$ cat config.mk
export PLATFORM = sky130hd
export DESIGN_NAME = regression_mac_seq
export DESIGN_NICKNAME = d
export VERILOG_FILES = /design/src/rtl/regression_pkg.sv /design/src/rtl/regression_mul.sv /design/src/rtl/regression_mac_seq.sv
export SDC_FILE = /design/constraint.sdc
export NUM_CORES = 1
export LEC_CHECK = 0
export CAP_MARGIN = 20
export CORE_UTILIZATION = 46
export DETAILED_ROUTE_END_ITERATION = 12
export PLACE_DENSITY = 0.69
export SETUP_SLACK_MARGIN = 0.05
export SLEW_MARGIN = 0
export SYNTH_ARGS = -nofsm -noshare
export SYNTH_HDL_FRONTEND = slang
export SYNTH_HIERARCHICAL = 1
export SYNTH_SLANG_ARGS = --single-unit
$ cat constraint.sdc
create_clock -name clk -period 17.5 [get_ports clk]
set_input_delay 1.75 -clock clk [delete_from_list [all_inputs] [get_ports clk]]
set_output_delay 1.75 -clock clk [all_outputs]
set_load 0.005 [all_outputs]
$ cat src/rtl/regression_pkg.sv
// Shared types, default widths and the carry-aware adder for the regression evaluator.
// Saturation itself is selected in the top by the REGRESSION_SAT_EN macro.
package regression_pkg;

    typedef enum logic [1:0] {
        IDLE = 2'd0,
        ACC  = 2'd1,
        DONE = 2'd2
    } state_t;

    localparam int DEF_F_W    = 16;
    localparam int DEF_C_W    = 16;
    localparam int DEF_ACC_W  = 32;
    localparam int DEF_N_FEAT = 4;
    localparam int MAX_W      = 64;

    typedef struct packed {
        logic             carry;
        logic [MAX_W-1:0] sum;
    } add_res_t;

    // Adds two operands, reports any bit landing at or above position w, optionally clamps to all-ones.
    function automatic add_res_t sat_add(input logic [MAX_W-1:0] a, input logic [MAX_W-1:0] b,
                                         input int unsigned w, input logic sat);
        add_res_t       r;
        logic [MAX_W:0] full;
        logic [MAX_W:0] mask;
        full    = {1'b0, a} + {1'b0, b};
        mask    = ({{MAX_W{1'b0}}, 1'b1} << w) - {{MAX_W{1'b0}}, 1'b1};
        r.carry = |(full & ~mask);
        r.sum   = full[MAX_W-1:0] & mask[MAX_W-1:0];
        if (sat && r.carry) begin
            r.sum = mask[MAX_W-1:0];
        end
        return r;
    endfunction

endpackage

$ cat src/rtl/regression_mul.sv
// Unsigned F_W x C_W multiplier with no internal registers, kept separate so it can be pipelined later.
module regression_mul #(
    parameter int F_W = 16,
    parameter int C_W = 16
) (
    input  logic [F_W-1:0]     f,
    input  logic [C_W-1:0]     c,
    output logic [F_W+C_W-1:0] p
);

    assign p = (F_W + C_W)'(f) * (F_W + C_W)'(c);

endmodule

$ cat src/rtl/regression_mac_seq.sv
// Sequential linear regression evaluator y = c0 + cin + sum(c_i*f_i) over one shared multiplier.
// Define REGRESSION_SAT_EN to saturate the accumulator at all-ones once overflow occurs.
module regression_mac_seq
    import regression_pkg::*;
#(
    parameter int F_W    = DEF_F_W,
    parameter int C_W    = DEF_C_W,
    parameter int ACC_W  = DEF_ACC_W,
    parameter int N_FEAT = DEF_N_FEAT
) (
    input  logic             clk,
    input  logic             rst,
    input  logic             start,
    input  logic [ACC_W-1:0] c0,
    input  logic             cin,
    output logic             busy,
    input  logic             in_valid,
    output logic             in_ready,
    input  logic [F_W-1:0]   f_in,
    input  logic [C_W-1:0]   c_in,
    output logic             out_valid,
    input  logic             out_ready,
    output logic [ACC_W-1:0] y,
    output logic             ovf
);

    localparam int CNT_W = $clog2(N_FEAT + 1);
    localparam int P_W   = F_W + C_W;
    localparam logic [CNT_W-1:0] LAST = CNT_W'(N_FEAT - 1);
`ifdef REGRESSION_SAT_EN
    localparam logic SAT_EN = 1'b1;
`else
    localparam logic SAT_EN = 1'b0;
`endif

    state_t           state, state_nxt;
    logic [CNT_W-1:0] cnt;
    logic [ACC_W-1:0] acc;
    logic [ACC_W-1:0] y_r;
    logic             ovf_r;
    logic             out_vld;
    logic [P_W-1:0]   prod;
    logic [ACC_W:0]   step_bias;
    logic [ACC_W:0]   step_pair;

    // Returns {ovf, next_acc}; under saturation a previously flagged overflow pins the sum at all-ones.
    function automatic logic [ACC_W:0] acc_step(input logic [ACC_W-1:0] a, input logic [MAX_W-1:0] b,
                                               input logic sticky);
        add_res_t r;
        r = sat_add(MAX_W'(a), b, ACC_W, SAT_EN);
        if (SAT_EN && sticky) begin
            r.sum = MAX_W'({ACC_W{1'b1}});
        end
        return {r.carry | sticky, r.sum[ACC_W-1:0]};
    endfunction

    regression_mul #(.F_W(F_W), .C_W(C_W)) u_mul (
        .f (f_in),
        .c (c_in),
        .p (prod)
    );

    assign step_bias = acc_step(c0, MAX_W'(cin), 1'b0);
    assign step_pair = acc_step(acc, MAX_W'(prod), ovf_r);

    always_comb begin
        state_nxt = state;
        in_ready  = 1'b0;
        busy      = 1'b1;
        case (state)
            IDLE: begin
                busy = 1'b0;
                if (start) state_nxt = ACC;
            end
            ACC: begin
                in_ready = 1'b1;
                if (in_valid && cnt == LAST) state_nxt = DONE;
            end
            DONE: begin
                if (out_vld && out_ready) state_nxt = IDLE;
            end
            default: state_nxt = IDLE;
        endcase
    end

    always_ff @(posedge clk) begin
        if (rst) begin
            state   <= IDLE;
            cnt     <= '0;
            acc     <= '0;
            ovf_r   <= 1'b0;
            out_vld <= 1'b0;
            y_r     <= '0;
        end else begin
            state <= state_nxt;
            case (state)
                IDLE: begin
                    if (start) begin
                        acc   <= step_bias[ACC_W-1:0];
                        ovf_r <= step_bias[ACC_W];
                        cnt   <= '0;
                    end
                end
                ACC: begin
                    if (in_valid) begin
                        acc   <= step_pair[ACC_W-1:0];
                        ovf_r <= step_pair[ACC_W];
                        cnt   <= cnt + CNT_W'(1);
                    end
                end
                DONE: begin
                    // First DONE cycle loads the output register; it then holds until the handshake.
                    if (!out_vld) begin
                        out_vld <= 1'b1;
                        y_r     <= acc;
                    end else if (out_ready) begin
                        out_vld <= 1'b0;
                        ovf_r   <= 1'b0;
                    end
                end
                default: ;
            endcase
        end
    end

    assign out_valid = out_vld;
    assign y         = y_r;
    assign ovf       = ovf_r;

endmodule

---- Yosys cells after proc, flatten, opt, wreduce, memory -nomap -nowiden ----
Cells that the tools add are included.
word-level totals
  register bits ........................... 71
  logic and storage cells ................. 51
  input bits .............................. 70
  output and inout bits ................... 36
cells by class
  add/subtract/negate cells ............... 3
  reduce and logical (&&, ||, !) cells .... 11
  multipliers ............................. 1
  mux-type cells .......................... 19
  bitwise operators ....................... 2
  equality and inequality tests ........... 9
operators by type and width
  cell                 count
  $reduce_or 33->1     2
  $mux 32              2
  $pmux 32 s2          1
  $add 32x1->33        1
  $add 32x32->33       1
  $mul 16x16->32       1
  $ne 2x2->1 const B   6
  $mux 1               8
  $mux 2               3
  $mux 3               2
  $pmux 2 s3           1
  $pmux 3 s2           1
  $reduce_and 3->1     2
  $reduce_and 5->1     1
  $add 3x1->3 const B  1
  $eq 3x2->1 const B   1
  $pmux 1 s3           1
  $reduce_bool 3->1    1
  $eq 2x1->1 const B   1
  $eq 2x2->1 const B   1
  $logic_and 1x1->1    2
  $logic_not 2->1      1
  $reduce_and 2->1     1
  $reduce_bool 2->1    1
  2 further kinds      2

---- Depth between registers and ports, before layout ----
Gate-level depths: netlist (run 1).
  word-level depth ........................ 6
  depth in mapped cells ................... 32
  mapped depth without buffers ............ 29

---- Modules after synthesis ----
The synthesis (run 1) kept the hierarchy.
by module, submodules not included
  module              area an instance (um^2)  cells an instance  times used  sequential area each (um^2)
  regression_mul      8675.8                   1011               1           0.0
  regression_mac_seq  5167.5                   659                1           1421.4

---- Least setup slack after synthesis (run 1) ----
Ideal clock, no wire load.
  path type ............................... input -> register
  start point ............................. input port c_in[1]
  end point ............................... register acc[19]
  required time ........................... 17.372 ns
  cell stages on the path ................. 27
  arrival time ............................ 8.235 ns
  path slack .............................. 9.137 ns
  library setup time ...................... 0.128 ns
  cell sequence ........................... clkbuf_1 > nand2_1 > fa_1 > fa_1 > fa_1 > fa_1 > inv_1 > fa_1 > inv_1 > fa_1 > inv_1 > ha_1 > and3_1 > o2111ai_1 > a21o_1 > a21oi_1 > nor2_1 > xnor2_1 > ha_1 > a21oi_1 > nor2b_1 > nor2_1 > and2b_1 > a311o_1 > xor2_1 > a222oi_1 > nor2_1
between the ends
  longest elaborated chain between the ends .. 4
ends and longest elaborated chain
  item                  RTL line                   text
  from (decl)           regression_mac_seq.sv:20   input logic [C_W-1:0] c_in,
  $mul 16x16->32        regression_mul.sv:11       assign p = (F_W + C_W)'(f) * (F_W + C_W)'(c);
  named net prod[16]    regression_mac_seq.sv:42   logic [P_W-1:0] prod;
  $add 32x32->33        regression_pkg.sv:28       full = {1'b0, a} + {1'b0, b};
  $mux 32               regression_mac_seq.sv:105  if (in_valid) begin
  $pmux 32 s2           regression_mac_seq.sv:96   case (state)
  to (signal assigned)  regression_mac_seq.sv:99   acc <= step_bias[ACC_W-1:0];
  to (signal assigned)  regression_mac_seq.sv:106  acc <= step_pair[ACC_W-1:0];
  to (decl)             regression_mac_seq.sv:38   logic [ACC_W-1:0] acc;
The timed path passes the listed nets, and every way through them passes these cells. The select of a mux whose other input is x is not followed.
A chain may end at the register's enable or synchronous reset.

---- Worst setup path after layout (run 1) ----
  start point ............................. input port f_in[7]
  end point ............................... register acc[30]
between the ends
  longest elaborated chain between the ends .. 4
ends and longest elaborated chain
  item                RTL line                   text
  from (decl)         regression_mac_seq.sv:19   input logic [F_W-1:0] f_in,
  $mul 16x16->32      regression_mul.sv:11
  named net prod[18]  regression_mac_seq.sv:42
  $add 32x32->33      regression_pkg.sv:28
  $mux 32             regression_mac_seq.sv:105
  $pmux 32 s2         regression_mac_seq.sv:96
The timed path passes the listed nets, and every way through them passes these cells. The select of a mux whose other input is x is not followed.

==> out/results.ini, run 1 <==
[logic_synthesis]
ys_warn_count=6
seq_area_frac_synth_pct=10.3
synthesis.area_um2=13800
ys_types=86
synth.area.top_cells=fa_1 (28%), ha_1 (13%), dfxtp_1 (10%)
syn_inst=1670
avgSynthCellArea_um2=8.29
yosys.area.top_type=fa_1
synth_top_cell_area_share_pct=28.2
synth_enable_flop_cells=0
synth-main-ff-cell=dfxtp_1
async_flop_share_pct=0
synthesis.nets=2080
synth-seq-cells=71

[timing]
fin_crit_sh_pct=55.9
fin_crit_ns=9.77
finClkSkew_ns=0.00604
finalHoldViolCount=0
rsz0062_at_grt=no
fin_setup_tns_ns=0
finalSetupViolations=0
drv_slew=0
max_slew_margin_pct=31.4
fmax_mhz=102
worst_pin_slew_ns=1.03

[routing]
ant_nets=0
wl_per_cell_um=16.5
drc=0
vias_per_cell=5.51
vias=11600
wl_um=34900
drtIter0Drc=666
drtPass1Iterations=5

[clock_network]
post-cts-setup-buffer-count=0
ctsResizeCount=0
cts_made_buffers=9
cts_sinks=71
clkTransAtPathRegs_ns=0.05
cts-hold-fix-buffers=0
htreeDepth=3
cts_tree=built
clk_latency_ns=0.34
clockBufferDepth=2
cts-root-buf=clkbuf_16

[floorplanning]
num_rows=63
floorplan.initialDensity_pct=46.7
fp.dieW_um=175
die_h_um=175
io_pins=106
core_um2=29600
dieArea_um2=30800

[global_routing]
grt_max_degree=65
grt_pass1_wl_um=57200
antenna_found_initial=0
grt_pass1_vias=11700
grt_usage_pct=23.0
gr-total-overflow=0

[critical_path]
rr_worst_depth=10
crit_path_max_incr_delay_ns=0.86
path_class=primary input to flop
crit_path_start_kind=primary input
cp.required_ns=17.73
cp_slowest_cell=clkdlybuf4s50_1
cp.arrival_ns=10.01
end_kind=flop
cp_max_fo=16
path_common_cell=fa_1

[cells_and_area]
final_nets=2128
area_growth_pct=10.9
n_antenna_cell=0
drive_gt1_share_pct=3.14
finalNonFillerCells=2112

[placed_design]
dp.cells=2097
io_buffer_count=105
dp_hpwl_um=27600
place_congestion=0.888

[status]
status=completed

[job]
cap_viol_max_count=0

[worst_hold_path]
hold_class=flop to flop
min_path_cells=2

## registers in the layout, indices dropped and copies added, names as in the netlist
name and flops:
cnt 3, out_valid 1, ovf 1, y 32, state 2, acc 32
## area by class of cell
type	count	area [um2]
multi-input combinational	1293	11200
clock buffer	11	243
timing repair buffer	112	1100
clock inverter	4	22.5
tap	390	488
sequential	71	1420
inverter	231	867
fill	2859	14300
## layout by cell type, fill, tap and decap left out, types with 30 or more instances in the layout
cell             instances
a21oi_1                 99
and2_1                 128
clkdlybuf4s50_1        104
dfxtp_1                 71
fa_1                   195
ha_1                   145
inv_1                  231
nand2_1                267
nand3_1                 30
nor2_1                  66
o21ai_0                 46
xnor2_1                 42
xor2_1                  30
## metrics by stage
step / setup WS, ns / hold WS (ns) / utilization, % / cell area, um2
finish: 7.73 / 0.451 / 51.8 / 15300
global route: 7.40 / 0.481 / 51.8 / 15300
CTS: 7.86 / 0.453 / 51.8 / 15300
detailed placement: 7.55 / 0.446 / 50.9 / 15100
global placement: 7.58 / 0.440 / 50.9 / 15100
floorplan: 9.14 / 0.432 / - / 13800
## path summary, 6_finish.rpt
kind | to | startpoint | slack [ns]
setup / recovery | acc[30]$_SDFFE_PP0P_ | f_in[7] | 7.73
hold / removal | y[15]$_SDFFE_PP0P_ | y[15]$_SDFFE_PP0P_ | 0.45
setup reg to reg | acc[14]$_SDFFE_PP0P_ | state[1]$_SDFFE_PP0P_ | 14.24
hold reg to reg | y[15]$_SDFFE_PP0P_ | y[15]$_SDFFE_PP0P_ | 0.45
## synthesized netlist by cell type, types with 7 or more instances
| cell type | instances |
|---|---|
| nor3_1 | 14 |
| a31oi_1 | 10 |
| ha_1 | 145 |
| o21ai_1 | 7 |
| clkbuf_1 | 58 |
| a22oi_1 | 8 |
| a21oi_1 | 99 |
| inv_1 | 231 |
| and2_1 | 128 |
| nand4_1 | 15 |
| o21bai_1 | 7 |
| xnor2_1 | 42 |
| fa_1 | 195 |
| o21ai_0 | 46 |
| nor2b_1 | 11 |
| nor2_1 | 66 |
| nand3_1 | 30 |
| dfxtp_1 | 71 |
| a211oi_1 | 17 |
| xor2_1 | 30 |
| a21o_1 | 25 |
| o21a_1 | 7 |
| and3_1 | 18 |
| nand2_1 | 267 |
| mux2i_1 | 8 |
## per-layer routing
metal	global-route usage, %	up-vias	wire (um)
li1	-	5552	-
met1	29.5	5756	15000
met2	41.2	271	17800
met3	2.68	49	1380
met4	5.36	0	633
met5	0	-	0
## kinds of logic (layout without fill, tap and decap cells)
group / count (synthesis) / in the layout / share of synthesized area (%)
multiplexers: 10 / 10 / 0.741
AND/OR/NAND/NOR: 580 / 580 / 20.2
buffers and inverters: 306 / 358 / 8.82
AO/OA/AOI/OAI: 291 / 291 / 14.1
XOR/XNOR: 72 / 72 / 4.56
adder cells (fa/ha/maj): 340 / 340 / 41.3
flip-flops: 71 / 71 / 10.3
## critical path, delay by kind of cell
kind	cells	cell delay, ns
AOI/OAI and AO/OA	9	1.85
buffers and inverters	5	1.05
muxes	1	0.36
adders and majority gates	8	3.72
and+or+nand+nor	6	1.25
Power of run 1 is not shown: default switching activity piles up to over one toggle a cycle in this logic, so the estimate is an artifact.
==> run 2, diff against run 1 <==
- PLACE_DENSITY: 0.69 -> 0.72
- clock period: 17.5 -> 8.75 ns (I/O delays scaled with it)
==> run 2 against run 1 <==
Cell count rose by 1.8%. Global-route usage grew 0.066 points. Design area grew 2.5%. First-iteration DRC count increased by 12%. Critical path depth fell by 1. Non-clock buffer count is 37 higher. Largest cell class unchanged.
==> out/results.ini, run 2 (synthesized netlist as in run 1, its figures left out) <==
[clock_network]
clockBufferDepth=2
htreeDepth=3
clk_latency_ns=0.34
cts_tree=built
cts_made_buffers=9
cts_sinks=71
cts-root-buf=clkbuf_16
clkTransAtPathRegs_ns=0.06

[floorplanning]
fp.dieW_um=175
floorplan.initialDensity_pct=46.7
io_pins=106
die_h_um=175
num_rows=63
core_um2=29600
dieArea_um2=30800

[cells_and_area]
multi_input_area_um2=11200
post-route-cell-area_um2=15700
n_antenna_cell=0
n_fill_cell=2834
area_growth_pct=13.7
finalNonFillerCells=2149
final_common_cell=nand2_1
final_cell_mix=nand2_1 (267), inv_1 (231), fa_1 (195)
final_nets=2165
regArea_um2=1420
drive_gt1_share_pct=5.34

[timing]
finalSetupViolations=0
rsz0062_at_grt=no
finalHoldViolCount=0
fin_crit_ns=8.32
whs_ns=0.453
worst_pin_slew_ns=1.10
fmax_mhz=120
finClkSkew_ns=0.00899
max_slew_margin_pct=26.5
drv_slew=0
fin_crit_sh_pct=95.1
fin_setup_tns_ns=0

[critical_path]
end_kind=flop
crit_path_max_incr_delay_ns=0.60
r2r_start=state[1]$_SDFFE_PP0P_
cp.arrival_ns=8.52
path_class=primary input to flop
cp_max_fo=11
cp.required_ns=8.95
rr_worst_depth=10
cp_slowest_cell=clkdlybuf4s50_1
path_common_cell=fa_1
reg2reg_slack_ns=5.47
r2r_end=acc[24]$_SDFFE_PP0P_
crit_path_start_kind=primary input

[routing]
wl_per_cell_um=16.4
wl_um=35100
drtIter0Drc=745
vias_per_cell=5.49
drtPass1Iterations=6
drc=0
vias=11800
ant_nets=0

[placed_design]
io_buffer_count=105
dp.cells=2134
dp_hpwl_um=29200
place_congestion=0.891
placedInstanceArea_um2=15400

[global_routing]
grt_pass1_wl_um=57200
gr-total-overflow=0
grt_usage_pct=23.1
grt_pass1_vias=11700
antenna_found_initial=0
grt_max_degree=65

[worst_hold_path]
hold_start=cnt[2]$_SDFFE_PP0P_
holdPathEnd=cnt[2]$_SDFFE_PP0P_
hold_class=flop to flop
min_path_cells=2

[status]
status=completed

[job]
cap_viol_max_count=0

==> run 2: cell count changes in the layout (fill, tap and decap cells not counted), sizes merged <==
cell / previous run / this run
bufinv: 0 / 4
clkbuf: 11 / 9
clkinv: 3 / 2
dlymetal6s2s: 0 / 3
clkdlybuf4s50: 104 / 101
buf: 8 / 45
clkinvlp: 1 / 0
==> run 2: final cells by class <==
cell class,count,area share [%]
Multi-Input combinational cell,1293,71.3
Timing Repair Buffer,149,8.79
Sequential cell,71,9.03
Inverter,231,5.51
Clock buffer,9,1.43
Tap cell,390,3.10
Clock inverter,6,0.851
==> run 2: layer usage <==
metal | global-route usage [%] | share of wire (%)
met5 | 0 | 0
met4 | 5.51 | 2.1
met2 | 41.6 | 52
met1 | 29.2 | 42
met3 | 2.84 | 4.0
==> run 2: stage by stage <==
step / worst slack (ns) / util, %
after detailed placement: -0.0292 / 51.8
final: 0.428 / 53.1
after global routing: 0.0627 / 53.1
after floorplan: 1.26 / -
after CTS: 0.317 / 53.0
after global placement: 0.0742 / 51.8
==> run 2: how the worst max path moves through the flow <==
stage | endpoint | from | depth (start not counted)
global route | acc[30]$_SDFFE_PP0P_ | c_in[7] | 29
finish | acc[19]$_SDFFE_PP0P_ | c_in[4] | 28
detailed placement | acc[19]$_SDFFE_PP0P_ | c_in[2] | 27
global placement | acc[19]$_SDFFE_PP0P_ | c_in[2] | 27
CTS | acc[19]$_SDFFE_PP0P_ | c_in[2] | 27
floorplan | acc[19]$_SDFFE_PP0P_ | c_in[1] | 27
==> run 2: repair_timing <==
item                       in CTS  in global routing
setup endpoints to repair       0                  9
setup buffers                   0                  0
hold buffers                    0                  0
gates resized for setup         0                  5
==> run 2: worst max-delay path, delay by kind of cell <==
family	cells	cell delay, ns
fa+ha+maj	8	3.71
compound gates	6	1.71
simple gates	7	1.14
buf+inv	5	0.79
xor+xnor	2	0.30
Power of run 2 is left out for the same reason.
